### src/rtl/bcd_serial_add_ctrl.sv
`default_nettype none
// ============================================================================
//  Module      : bcd_serial_add_ctrl
//  Description : Digit-serial packed-BCD adder controller, one decimal digit
//                per clock, LSD first, with valid/ready on both sides.
//  Revision    : 1.0 - initial release
// ============================================================================
module bcd_serial_add_ctrl #(
    parameter int DIGITS = 4
) (
    input  logic                clk,
    input  logic                rst,
    input  logic                in_valid,
    output logic                in_ready,
    input  logic [4*DIGITS-1:0] a,
    input  logic [4*DIGITS-1:0] b,
    input  logic                cin,
    output logic                out_valid,
    input  logic                out_ready,
    output logic [4*DIGITS-1:0] sum,
    output logic                carry,
    output logic                err,
    output logic                busy
);

    localparam int              c_width = 4 * DIGITS;
    localparam int              c_cnt_w = $clog2(DIGITS);
    localparam logic [c_cnt_w-1:0] c_last = c_cnt_w'(DIGITS - 1);

    localparam logic [1:0] c_idle = 2'd0;
    localparam logic [1:0] c_run  = 2'd1;
    localparam logic [1:0] c_done = 2'd2;

    logic [1:0]         r_state;
    logic [1:0]         w_state_nxt;
    logic [c_width-1:0] r_a_sr;
    logic [c_width-1:0] r_b_sr;
    logic [c_width-1:0] r_result;
    logic [c_cnt_w-1:0] r_cnt;
    logic               r_carry;
    logic               r_err;

    logic [4:0] w_raw;
    logic [4:0] w_adj;
    logic       w_fix;
    logic [3:0] w_digit;
    logic       w_bad;

    // Single digit stage: binary add then +6 correction when the raw sum exceeds 9.
    always_comb begin
        w_raw   = {1'b0, r_a_sr[3:0]} + {1'b0, r_b_sr[3:0]} + {4'b0000, r_carry};
        w_adj   = w_raw + 5'd6;
        w_fix   = (w_raw > 5'd9);
        w_digit = w_fix ? w_adj[3:0] : w_raw[3:0];
        w_bad   = (r_a_sr[3:0] > 4'd9) | (r_b_sr[3:0] > 4'd9);
    end

    always_comb begin
        w_state_nxt = r_state;
        case (r_state)
            c_idle:  if (in_valid) w_state_nxt = c_run;
            c_run:   if (r_cnt == c_last) w_state_nxt = c_done;
            c_done:  if (out_ready) w_state_nxt = c_idle;
            default: w_state_nxt = c_idle;
        endcase
    end

    always_ff @(posedge clk) begin
        if (rst) begin
            r_state <= c_idle;
        end else begin
            r_state <= w_state_nxt;
        end
    end

    always_ff @(posedge clk) begin
        if (rst) begin
            r_a_sr   <= '0;
            r_b_sr   <= '0;
            r_result <= '0;
            r_cnt    <= '0;
            r_carry  <= 1'b0;
            r_err    <= 1'b0;
        end else begin
            case (r_state)
                c_idle: begin
                    if (in_valid) begin
                        r_a_sr   <= a;
                        r_b_sr   <= b;
                        r_carry  <= cin;
                        r_result <= '0;
                        r_cnt    <= '0;
                        r_err    <= 1'b0;
                    end
                end
                c_run: begin
                    // Result fills from the MSD end so digit 0 lands in [3:0] after DIGITS shifts.
                    r_result <= {w_digit, r_result[c_width-1:4]};
                    r_a_sr   <= {4'b0000, r_a_sr[c_width-1:4]};
                    r_b_sr   <= {4'b0000, r_b_sr[c_width-1:4]};
                    r_carry  <= w_fix;
                    r_err    <= r_err | w_bad;
                    if (r_cnt != c_last) begin
                        r_cnt <= r_cnt + c_cnt_w'(1);
                    end
                end
                default: begin
                end
            endcase
        end
    end

    assign in_ready  = (r_state == c_idle);
    assign out_valid = (r_state == c_done);
    assign busy      = (r_state != c_idle);
    assign sum       = r_result;
    assign carry     = r_carry;
    assign err       = r_err;

endmodule
`default_nettype wire

### config.mk
export PLATFORM = sky130hd
export DESIGN_NAME = bcd_serial_add_ctrl
export DESIGN_NICKNAME = d
export VERILOG_FILES = /design/src/rtl/bcd_serial_add_ctrl.sv
export SDC_FILE = /design/constraint.sdc
export NUM_CORES = 1
export LEC_CHECK = 0
export ABC_AREA = 0
export CAP_MARGIN = 20
export CORE_ASPECT_RATIO = 1.75
export CORE_UTILIZATION = 53
export DETAILED_ROUTE_END_ITERATION = 12
export PLACE_DENSITY = 0.85
export SKIP_CTS_REPAIR_TIMING = 1
export SLEW_MARGIN = 20
export SYNTH_ARGS = -nofsm -noshare
export SYNTH_HDL_FRONTEND = slang
export SYNTH_SLANG_ARGS = --single-unit
### constraint.sdc
create_clock -name clk -period 6.7 [get_ports clk]
set_input_delay 1.34 -clock clk [delete_from_list [all_inputs] [get_ports clk]]
set_output_delay 1.34 -clock clk [all_outputs]
set_load 0.1 [all_outputs]
After elaboration in Yosys (flattened, before gate mapping):

Index checks and enable logic that the tools add are counted.

* flip-flop bits (word level): 54
* input bits: 37
* output and inout port bits: 21
* logic and storage cells: 48

* $add $sub $neg: 4
* order comparisons: 3
* equal/unequal tests: 8
* mux-type cells: 18
* bitwise operators: 2
* reduce and logical (&&, ||, !) cells: 6

Operator list (count)
* 16-bit case mux with 2 select lines: 3
* 16-bit two-way mux: 3
* 2-bit two-way mux: 5
* 4-bit > comparator (second input constant): 2
* 2-bit != test (second input constant): 4
* 2-bit case mux with 3 select lines: 1
* 3-bit AND reduction: 2
* 4-bit by 4-bit adder with 5-bit output: 1
* 5-bit by 1-bit adder with 5-bit output: 1
* 5-bit by 4-bit > comparator with 1-bit output (second input constant): 1
* 4-bit by 3-bit adder with 4-bit output (second input constant): 1
* 2-bit == test (second input constant): 2
* 4-bit two-way mux: 1
* 1-bit case mux with 2 select lines: 2
* 2-bit case mux with 2 select lines: 1
* 2-bit nonzero test: 2
* 2-bit by 1-bit adder with 2-bit output (second input constant): 1
* 2-bit by 1-bit == test with 1-bit output (second input constant): 1
* 2-bit logical NOT: 1
* 1-bit two-way mux: 2
* 2-bit by 1-bit != test with 1-bit output (second input constant): 1
* 1-bit OR: 2
* 2-bit AND reduction: 1

Logic depth before layout (Yosys ltp):

Gate-level depths: netlist (run 1).

* depth after elaboration: 5
* depth in mapped cells: 10
* mapped depth without buffers: 10

Worst setup path before layout (run 1):

Ideal clock, no wire load.

* kind: register to output
* from: register r_state[0]
* to: output port busy
* data arrival time: 2653 ps
* required time: 5360 ps
* path slack: 2707 ps
* cell stages (with the launch flop): 4
* path buffers: 1
* cell sequence: dfxtp_1 > buf_6 > nor2_1 > inv_1

* longest elaborated chain between the ends: 1

RTL lines
* start: declaration: RTL line 34 `logic [1:0] r_state;`
* start signal: assignment: RTL line 70 `r_state <= c_idle;`
* start signal: assignment: RTL line 72 `r_state <= w_state_nxt;`
* 2-bit nonzero test: RTL line 115 `assign busy = (r_state != c_idle);`
* end: declaration: RTL line 23 `output logic busy`

No other way between the ends.

Final worst setup path (run 1):

Same ends and word-level chain as after synthesis.

==> qor.txt, run 1 <==
Syn nets - 325
Die height - 91.3 um
Die area - 4840 um2
Number of max-cap violations - 0
Commonest non-fill, non-tap cell in the layout - clkdlybuf4s50_1
Crit-path leading delay family - buffers and inverters
CP Launch Type - flip-flop
Routed wire length - 5370 um
Sequential element share of the synthesized area - 44.8%
Ratio of final minimum period to clock period - 53.2%
Initial Util - 54.8%
Number of global-route vias before repair - 1880
Most frequent cells in the layout - clkdlybuf4s50_1, nor2_1, dfxtp_1
Vias/cell - 5.73
CTS tree - yes
Port buffer count - 57
Pre-CTS setup slack - 3.41 ns
Via count - 2156
Mapped Cells - 281
Clk root buf - clkbuf_8
Slowest CP cell - clkdlybuf4s50_1
Status - finished clean
H-Tree Depth - 2
Power Density - 248 nW/um2
Sequential share of power - 47.6%
Top Ports - 58
Minimum clock period - 3.57 ns
Post-DP HPWL - 3680 um
ANT cells - 0
Setup TNS - 0 ns
CTS sink cnt - 54
Power, Total - 0.000755 W
Drt drc - 0
Rows - 32
Syn Std Cell Area - 2410 um2
Min-delay src - r_a_sr[6]
Fin area - 3040 um2
Num CTS Buffers - 5
Switching power - 0.000233 W
Post-route setup slack - 3.13 ns
Share of cells above drive strength 1 - 5.23%
Yosys cell types - 35
Crit path cell chain - nor2_1, inv_1, clkdlybuf4s50_1
Headroom to the max-slew limit - 32.8%
Switch share - 30.8%
Antenna violations before repair - 0
R2R Path Start - carry
Final setup viols - 0
Clk slew on worst S/H paths - 0.10 ns
Initial DRC Count - 53
CP Max Fanout - 10
Average size of a mapped cell - 8.59 um2
Clk pwr share - 28.3%
Final hold vios - 0
Final ANT Viol Nets - 0
CP endpoint kind - output port
Syn. warnings - 0
Static leakage - 1.18 nW
Core area - 4400 um2
Crit path from - r_state[0]
Largest stage delay, worst path - 1.16 ns
Gpl congestion - 0.794
Worst clock skew - 0.0111 ns
Peak supply drop - 0.239 mV
Fin. max-slew vios - 0
DR pass1 iterations - 4
Clock latency on the worst-skew pair - 0.31 ns
Non-Filler Instances - 376
CP Data Required Time - 5.36 ns
Largest net degree at the start of global routing - 57
Slew @ Worst Pin - 1.00 ns
Critical path class - reg -> out
Post-DP Area - 2930 um2
Global Route Usage Sum - 23.5%
Hold crit path type - reg -> reg
Die extent in x - 53.0 um
Layout overhead on the synthesized area - 26.0%
Comb pwr share - 24.1%
WL/cell - 14.3 um
Number of synthesized register bits - 54
RSZ-0062 raised after global routing - no
Total grt overflow - 0
WP buf/inv - 2
Longest Clk Path Bufs - 2
Internal Pwr Total - 0.000522 W
First-pass GRT wire length - 8510 um
Placed Instances - 368
Arrival @ worst endpoint - 2.23 ns
Max Freq - 280 MHz
NumNets Final - 368
sequential cells by signal, indices dropped and copies added, names as in the netlist:
name / flops
r_b_sr: 16
r_cnt: 2
r_state: 2
sum: 16
r_a_sr: 16
err: 1
carry: 1
final timing paths:
path	to	slack (ns)	depth (start not counted)
max reg2reg	sum[15]	4.06	10
min reg2reg	r_a_sr[2]	0.47	2
max	busy	3.13	3
min	r_a_sr[2]	0.47	2
synth_stat cells, drive strengths merged:
cell	n	share of area, %
dfxtp	54	45
nor2	54	8.4
nand2	51	7.9
a22oi	25	7.8
a311oi	24	8.7
buf	15	4.1
clkbuf	8	1.2
a21oi	6	1.7
inv	6	0.93
ha	5	2.6
o21ai	4	0.83
a21o	2	0.62
fa	2	1.7
mux2	2	0.93
nand2b	2	0.83
nand4	2	0.52
nor2b	2	0.52
nor3	2	0.41
or4	2	0.62
xor2	2	0.73
a211oi	1	0.31
a22o	1	0.36
a32oi	1	0.36
mux2i	1	0.41
nand3b	1	0.31
o2111a	1	0.47
o21a	1	0.31
o21ba	1	0.41
o21bai	1	0.31
o22ai	1	0.52
o32ai	1	0.36
worst reg2reg max path: cells and delay by family (launching register included):
kind                     cells  cell delay (ns)
adder cells (fa/ha/maj)      3             1.06
AND/OR/NAND/NOR              2             0.53
flip-flops                   1             0.37
AO/OA/AOI/OAI                2             0.30
XOR/XNOR                     1             0.19
buffers and inverters        2             0.13
metrics by stage:
step / util (%) / hold WS [ns]
2_1_floorplan: - / 0.455
3_3_place_gp: 66.6 / 0.462
3_5_place_dp: 66.6 / 0.469
4_1_cts: 69.1 / 0.481
5_1_grt: 69.1 / 0.503
6_report: 69.1 / 0.474
metal layers:
| metal | GRT usage (%) | vias up | part of all wire, % |
|---|---|---|---|
| met4 | 9.21 | 0 | 1.7 |
| met1 | 28.3 | 1030 | 43 |
| met5 | 0 | - | 0 |
| met2 | 39.8 | 42 | 52 |
| met3 | 4.02 | 7 | 3.0 |
| li1 | - | 1077 | - |
layout make-up:
class | count | area [um2]
well taps | 51 | 63.8
flip-flops and latches | 54 | 1080
repair buffers | 59 | 581
clock inverters | 2 | 37.5
clock buffers | 6 | 72.6
multi-input cells | 198 | 1180
inverters | 6 | 22.5
fillers | 382 | 1360
power groups by stage:
stage	combinational [W]	sequential [W]	clock, W
final	0.000182	0.000359	0.000214
after global routing	0.000197	0.000362	0.000230
after CTS	0.000183	0.000359	0.000219
after detailed placement	0.000182	0.000366	0
after global placement	0.000179	0.000366	0
after floorplan	0.0000979	0.000399	0
cell families (layout without fill, tap and decap cells):
group	count (synthesis)	in the layout	synth area share (%)
and+or+nand+nor	116	116	19.5
AOI/OAI and AO/OA	70	70	23.1
DFF	54	54	44.8
buffers and inverters	29	73	6.27
adders and majority gates	7	7	4.25
muxes	3	3	1.35
xor gates and xnor gates	2	2	0.726
Note: power is estimated with default switching activity, not from simulation.
==> run 2, diff against run 1 <==
- CORE_UTILIZATION: 53 -> 49
- PLACE_DENSITY: 0.85 -> 0.79
- clock period: 6.7 -> 3.5 ns (I/O delays scaled with it)
==> run 2 against run 1 <==
  * First-iteration DRC count increased by 28%
  * Critical endpoint is now sum[15]
  * Via count up 0.65%
  * Critical path type is now reg -> reg
  * Largest cell class unchanged
  * Clock power rose by 68%
  * Clock skew fell by 0.0064 ns
  * Register-to-register slack lost 3.2 ns
  * Sequential share of layout area rose by 0.10 points
==> qor.txt, run 2 (synthesis results as in run 1) <==
Status - finished clean
Largest net degree at the start of global routing - 57 (unchanged)
Post-DP HPWL - 3940 um (+7.2%)
Rows - 33 (+3.1%)
Final setup viols - 0 (unchanged)
Total grt overflow - 0 (unchanged)
Ratio of final minimum period to clock period - 74.9%
Via count - 2170 (+0.65%)
R2r setup slk - 0.88 ns (-3.18 ns)
Longest Clk Path Bufs - 2 (unchanged)
Clk slew on worst S/H paths - 0.09 ns (about the same)
Die area - 5220 um2 (+7.9%)
WL/cell - 14.9 um (+4.0%)
Antenna violations before repair - 0 (unchanged)
CP Max Fanout - 4 (-6)
Routed wire length - 5630 um (+4.8%)
Fin. max-slew vios - 0 (unchanged)
Drt drc - 0 (unchanged)
Pre-CTS setup slack - 0.891 ns (-2.52 ns)
Number of max-cap violations - 0 (unchanged)
Worst clock skew - 0.00471 ns (-0.00642 ns)
Share of cells above drive strength 1 - 7.34% (+2.1 points)
H-Tree Depth - 2 (unchanged)
Switching power - 0.000455 W (+95%)
WHS Path Cells - 2 (unchanged)
Gpl congestion - 0.828 (+4.2%)
First-pass GRT wire length - 8860 um (+4.1%)
FF-to-FF path depth - 10 (unchanged)
Peak supply drop - 0.403 mV (+69%)
Die height - 94.8 um (+3.9%)
Non-Filler Instances - 379 (+0.80%)
Internal Pwr Total - 0.000946 W (+81%)
R2R Path Start - carry
Clock latency on the worst-skew pair - 0.31 ns (about the same)
Power Density - 462 nW/um2 (+86%)
Crit path from - carry
Switch share - 32.5% (+1.6 points)
CP Data Required Time - 3.76 ns (-1.60 ns)
Critical path class - reg -> reg
CP Launch Type - flip-flop
Layout overhead on the synthesized area - 25.7%
Final hold vios - 0 (unchanged)
DR pass1 iterations - 5 (+1)
Placed Instances - 371 (+0.82%)
Clk pwr share - 25.7% (-2.6 points)
Final core utilization - 64.4% (-4.6 points)
Minimum clock period - 2.62 ns
Clk root buf - clkbuf_8
ANT cells - 0 (unchanged)
Port buffer count - 57 (unchanged)
Initial Util - 51.3% (-3.5 points)
Comb pwr share - 25.2% (+1.1 points)
Min-delay src - r_a_sr[7]
Headroom to the max-slew limit - 31.7% (-1.1 points)
Core area - 4710 um2 (+6.9%)
Hold crit path type - reg -> reg
NumNets Final - 370 (+0.54%)
FILL cells - 417 (+9.2%)
RSZ-0062 raised after global routing - no
CP endpoint kind - flip-flop
Number of global-route vias before repair - 1977 (+5.2%)
Die extent in x - 55.1 um (+3.9%)
Vias/cell - 5.73 (-0.15%)
Slew @ Worst Pin - 1.02 ns (+0.0155 ns)
Arrival @ worst endpoint - 2.88 ns (+0.65 ns)
Global Route Usage Sum - 23.3% (-0.22 points)
Multi-input logic area - 1180 um2 (unchanged)
Worst r2r dst - sum[15]
Post-route setup slack - 0.877 ns (-2.25 ns)
Storage cell area - 1080 um2 (unchanged)
Initial DRC Count - 68 (+28%)
Top Ports - 58 (unchanged)
CTS tree - yes
CTS sink cnt - 54 (unchanged)
Final ANT Viol Nets - 0 (unchanged)
Setup TNS - 0 ns (unchanged)
Worst Hold End - r_a_sr[3]
Static leakage - 1.19 nW (+0.91%)
Sequential share of power - 49.0% (+1.4 points)
Most frequent cells in the layout - nor2_1, dfxtp_1, clkdlybuf4s50_1
Num CTS Buffers - 5 (unchanged)
Max Freq - 381 MHz
## run 2: cell count changes in the layout (fill, tap and decap cells not counted)
cell / delta
clkbuf_1: -1
bufinv_16: -1
clkdlybuf4s50_1: -4
buf_4: +6
clkbuf_8: +1
clkinv_2: +1
## run 2: worst max path at each step
stage | to | slack, ns | depth (start not counted)
2_1_floorplan | r_a_sr[12] | 0.02 | 6
6_report | sum[15] | 0.88 | 10
4_1_cts | sum[15] | 0.88 | 10
5_1_grt | sum[15] | 0.75 | 10
3_5_place_dp | sum[15] | 0.89 | 10
3_3_place_gp | sum[15] | 0.99 | 10
## run 2: final cells by class
type	count	share of cell area [%]
Inverter	6	0.743
Clock buffer	6	2.72
Sequential cell	54	35.6
Timing Repair Buffer	61	19.3
Multi-Input combinational cell	198	39.0
Tap cell	52	2.15
Clock inverter	2	0.413
## run 2: metal layers
metal  GRT usage [%]  share of wire [%]  up-vias
met4            9.58                2.0        0
met5               0                  0        -
met3            4.83                3.9       10
met1            27.2                 42     1028
li1                -                  -     1079
met2            39.5                 52       53
## run 2: through the flow
step,cell area [um2],power [W],hold WS (ns)
finish,3030,0.00140,0.479
global route,3030,0.00147,0.506
CTS,3030,0.00141,0.484
detailed placement,2940,0.00105,0.469
global placement,2940,0.00104,0.463
floorplan,2410,0.000951,0.455
## run 2: worst max-delay path, cell delays in order, from the launching register on
cell,delay (ns)
dfxtp_1,0.35
fa_1,0.46
fa_1,0.41
xor2_1,0.19
inv_1,0.08
ha_1,0.18
inv_1,0.06
o22ai_2,0.21
a21oi_1,0.09
or4_1,0.47
nand2_1,0.07
## run 2: power groups by stage
stage                     Clock [W]  Sequential [W]  Combinational, W
final                      0.000360        0.000687          0.000353
after global routing       0.000392        0.000693          0.000381
after CTS                  0.000369        0.000687          0.000354
after detailed placement          0        0.000701          0.000353
after global placement            0        0.000699          0.000344
after floorplan                   0        0.000764          0.000187
==> run 3, diff against run 2 <==
- CORE_UTILIZATION: 49 -> 44
- PLACE_DENSITY: 0.79 -> 0.75
- clock period: 3.5 -> 2.3 ns (I/O delays scaled with it)
==> run 3 against run 2 <==
  * The flow now finishes with violations (DRC, setup timing)
  * Highest routed layer unchanged
  * Worst hold slack improved by 0.0017 ns
  * Setup slack got worse by 0.94 ns
  * Clock skew rose by 0.0036 ns
  * Sequential power rose by 51%
  * Largest power group unchanged
  * Critical path depth fell by 1
  * Register-to-register slack got worse by 0.94 ns
  * Clock power rose by 70%
  * Total power rose by 62%
==> qor.txt, run 3 (synthesis results as in run 1) <==
Global Route Usage Sum - 20.1% (-3.2 points)
Gpl congestion - 0.779 (-5.9%)
Number of global-route vias before repair - 1942 (-1.8%)
Clk slew on worst S/H paths - 0.10 ns (about the same)
Longest Clk Path Bufs - 2 (unchanged)
CTS tree - yes
Post-DP HPWL - 4080 um (+3.6%)
Headroom to the max-slew limit - 46.6% (+15 points)
Arrival @ worst endpoint - 2.59 ns (-0.29 ns)
Routed wire length - 5690 um (+1.0%)
Share of cells above drive strength 1 - 17.6% (+10 points)
Fin. max-slew vios - 0 (unchanged)
Initial Util - 45.9% (-5.3 points)
Vias/cell - 5.62 (-1.9%)
Static leakage - 1.29 nW (+8.0%)
ANT cells - 0 (unchanged)
Die extent in x - 58.0 um (+5.3%)
Peak supply drop - 0.355 mV (-12%)
Power Density - 719 nW/um2 (+56%)
CP endpoint kind - flip-flop
Placed Instances - 382 (+3.0%)
Post-DP Area - 3020 um2 (+2.8%)
Number of max-cap violations - 0 (unchanged)
Most frequent cells in the layout - nor2_1, dfxtp_1, nand2_1
CP Data Required Time - 2.53 ns (-1.23 ns)
Critical path class - reg -> reg
Final setup viols - 4 (+4)
WL/cell - 14.6 um (-1.8%)
Minimum clock period - 2.36 ns (-0.258 ns)
H-Tree Depth - 2 (unchanged)
Hold crit path type - reg -> reg
Final ANT Viol Nets - 0 (unchanged)
Num CTS Buffers - 5 (unchanged)
Drt drc - 2 (+2)
Top Ports - 58 (unchanged)
Ratio of final minimum period to clock period - 103% (+28 points)
Status - finished with violations
Layout overhead on the synthesized area - 30.4%
Largest net degree at the start of global routing - 36 (-37%)
Worst clock skew - 0.00834 ns (+0.00362 ns)
Initial DRC Count - 101 (+49%)
CTS sink cnt - 54 (unchanged)
Rows - 35 (+6.1%)
Setup TNS - -0.149 ns (-0.149 ns)
Fin area - 3150 um2 (+3.8%)
CP Launch Type - flip-flop
RSZ-0062 raised after global routing - yes
Total grt overflow - 0 (unchanged)
DR pass1 iterations - 10 (+5)
Post-route setup slack - -0.0649 ns (-0.942 ns)
Core area - 5260 um2 (+12%)
Clock latency on the worst-skew pair - 0.31 ns (about the same)
CP Max Fanout - 3 (-1)
FILL cells - 490 (+18%)
Failing checks - DRC, setup timing
Die height - 100 um (+5.4%)
Power, Total - 0.00226 W (+62%)
Via count - 2191 (+0.97%)
Antenna violations before repair - 0 (unchanged)
Die area - 5800 um2 (+11%)
Slew @ Worst Pin - 0.799 ns (-0.221 ns)
Clk root buf - clkbuf_8
Port buffer count - 57 (unchanged)
Final hold vios - 0 (unchanged)
First-pass GRT wire length - 8960 um (+1.2%)
Non-Filler Instances - 390 (+2.9%)
Max Freq - 423 MHz (+11%)
Final core utilization - 59.9% (-4.5 points)
NumNets Final - 378 (+2.2%)
[run 3: critical path, stage by stage (launching register included)]
cell and delay [ns]:
dfxtp_4 0.36, fa_2 0.42, fa_2 0.61, inv_2 0.06, ha_4 0.16, inv_2 0.04, o22ai_2 0.07, buf_4 0.14
o21a_1 0.22, a211oi_2 0.20
[run 3: final timing paths]
path	slack (ns)	cells past startpoint	from	end
worst max-delay path	-0.06	9	carry	carry
worst min-delay path	0.48	2	r_b_sr[10]	r_b_sr[6]
worst min register to register	0.48	2	r_b_sr[10]	r_b_sr[6]
worst max register to register	-0.06	9	carry	carry
[run 3: layout make-up]
cell class / instances / area [um2] / area share (%)
Tap cell: 55 / 68.8 / 2.19
Timing Repair Buffer: 69 / 641 / 20.3
Multi-Input combinational cell: 198 / 1220 / 38.8
Clock buffer: 8 / 110 / 3.50
Inverter: 6 / 22.5 / 0.715
Sequential cell: 54 / 1080 / 34.5
[run 3: report_power, final]
| group | internal (W) | total [W] | switching, W |
|---|---|---|---|
| sequential | 0.000997 | 0.00104 | 0.0000476 |
| clock | 0.000304 | 0.000611 | 0.000306 |
| combinational | 0.000250 | 0.000608 | 0.000358 |
| total | 0.00155 | 0.00226 | 0.000712 |
[run 3: through the flow]
step	worst slack (ns)	hold WS (ns)
after floorplan	-0.157	0.455
after global routing	-0.155	0.504
after global placement	-0.0108	0.461
after CTS	-0.0846	0.484
final	-0.0649	0.480
after detailed placement	-0.0603	0.471
[run 3: per-layer routing]
metal | vias to the layer above | GRT usage, % | routed length, um
met5 | - | 0 | 0
met4 | 0 | 9.52 | 140
met3 | 9 | 2.71 | 224
met2 | 63 | 33.9 | 2990
met1 | 1020 | 24.8 | 2340
li1 | 1099 | - | -
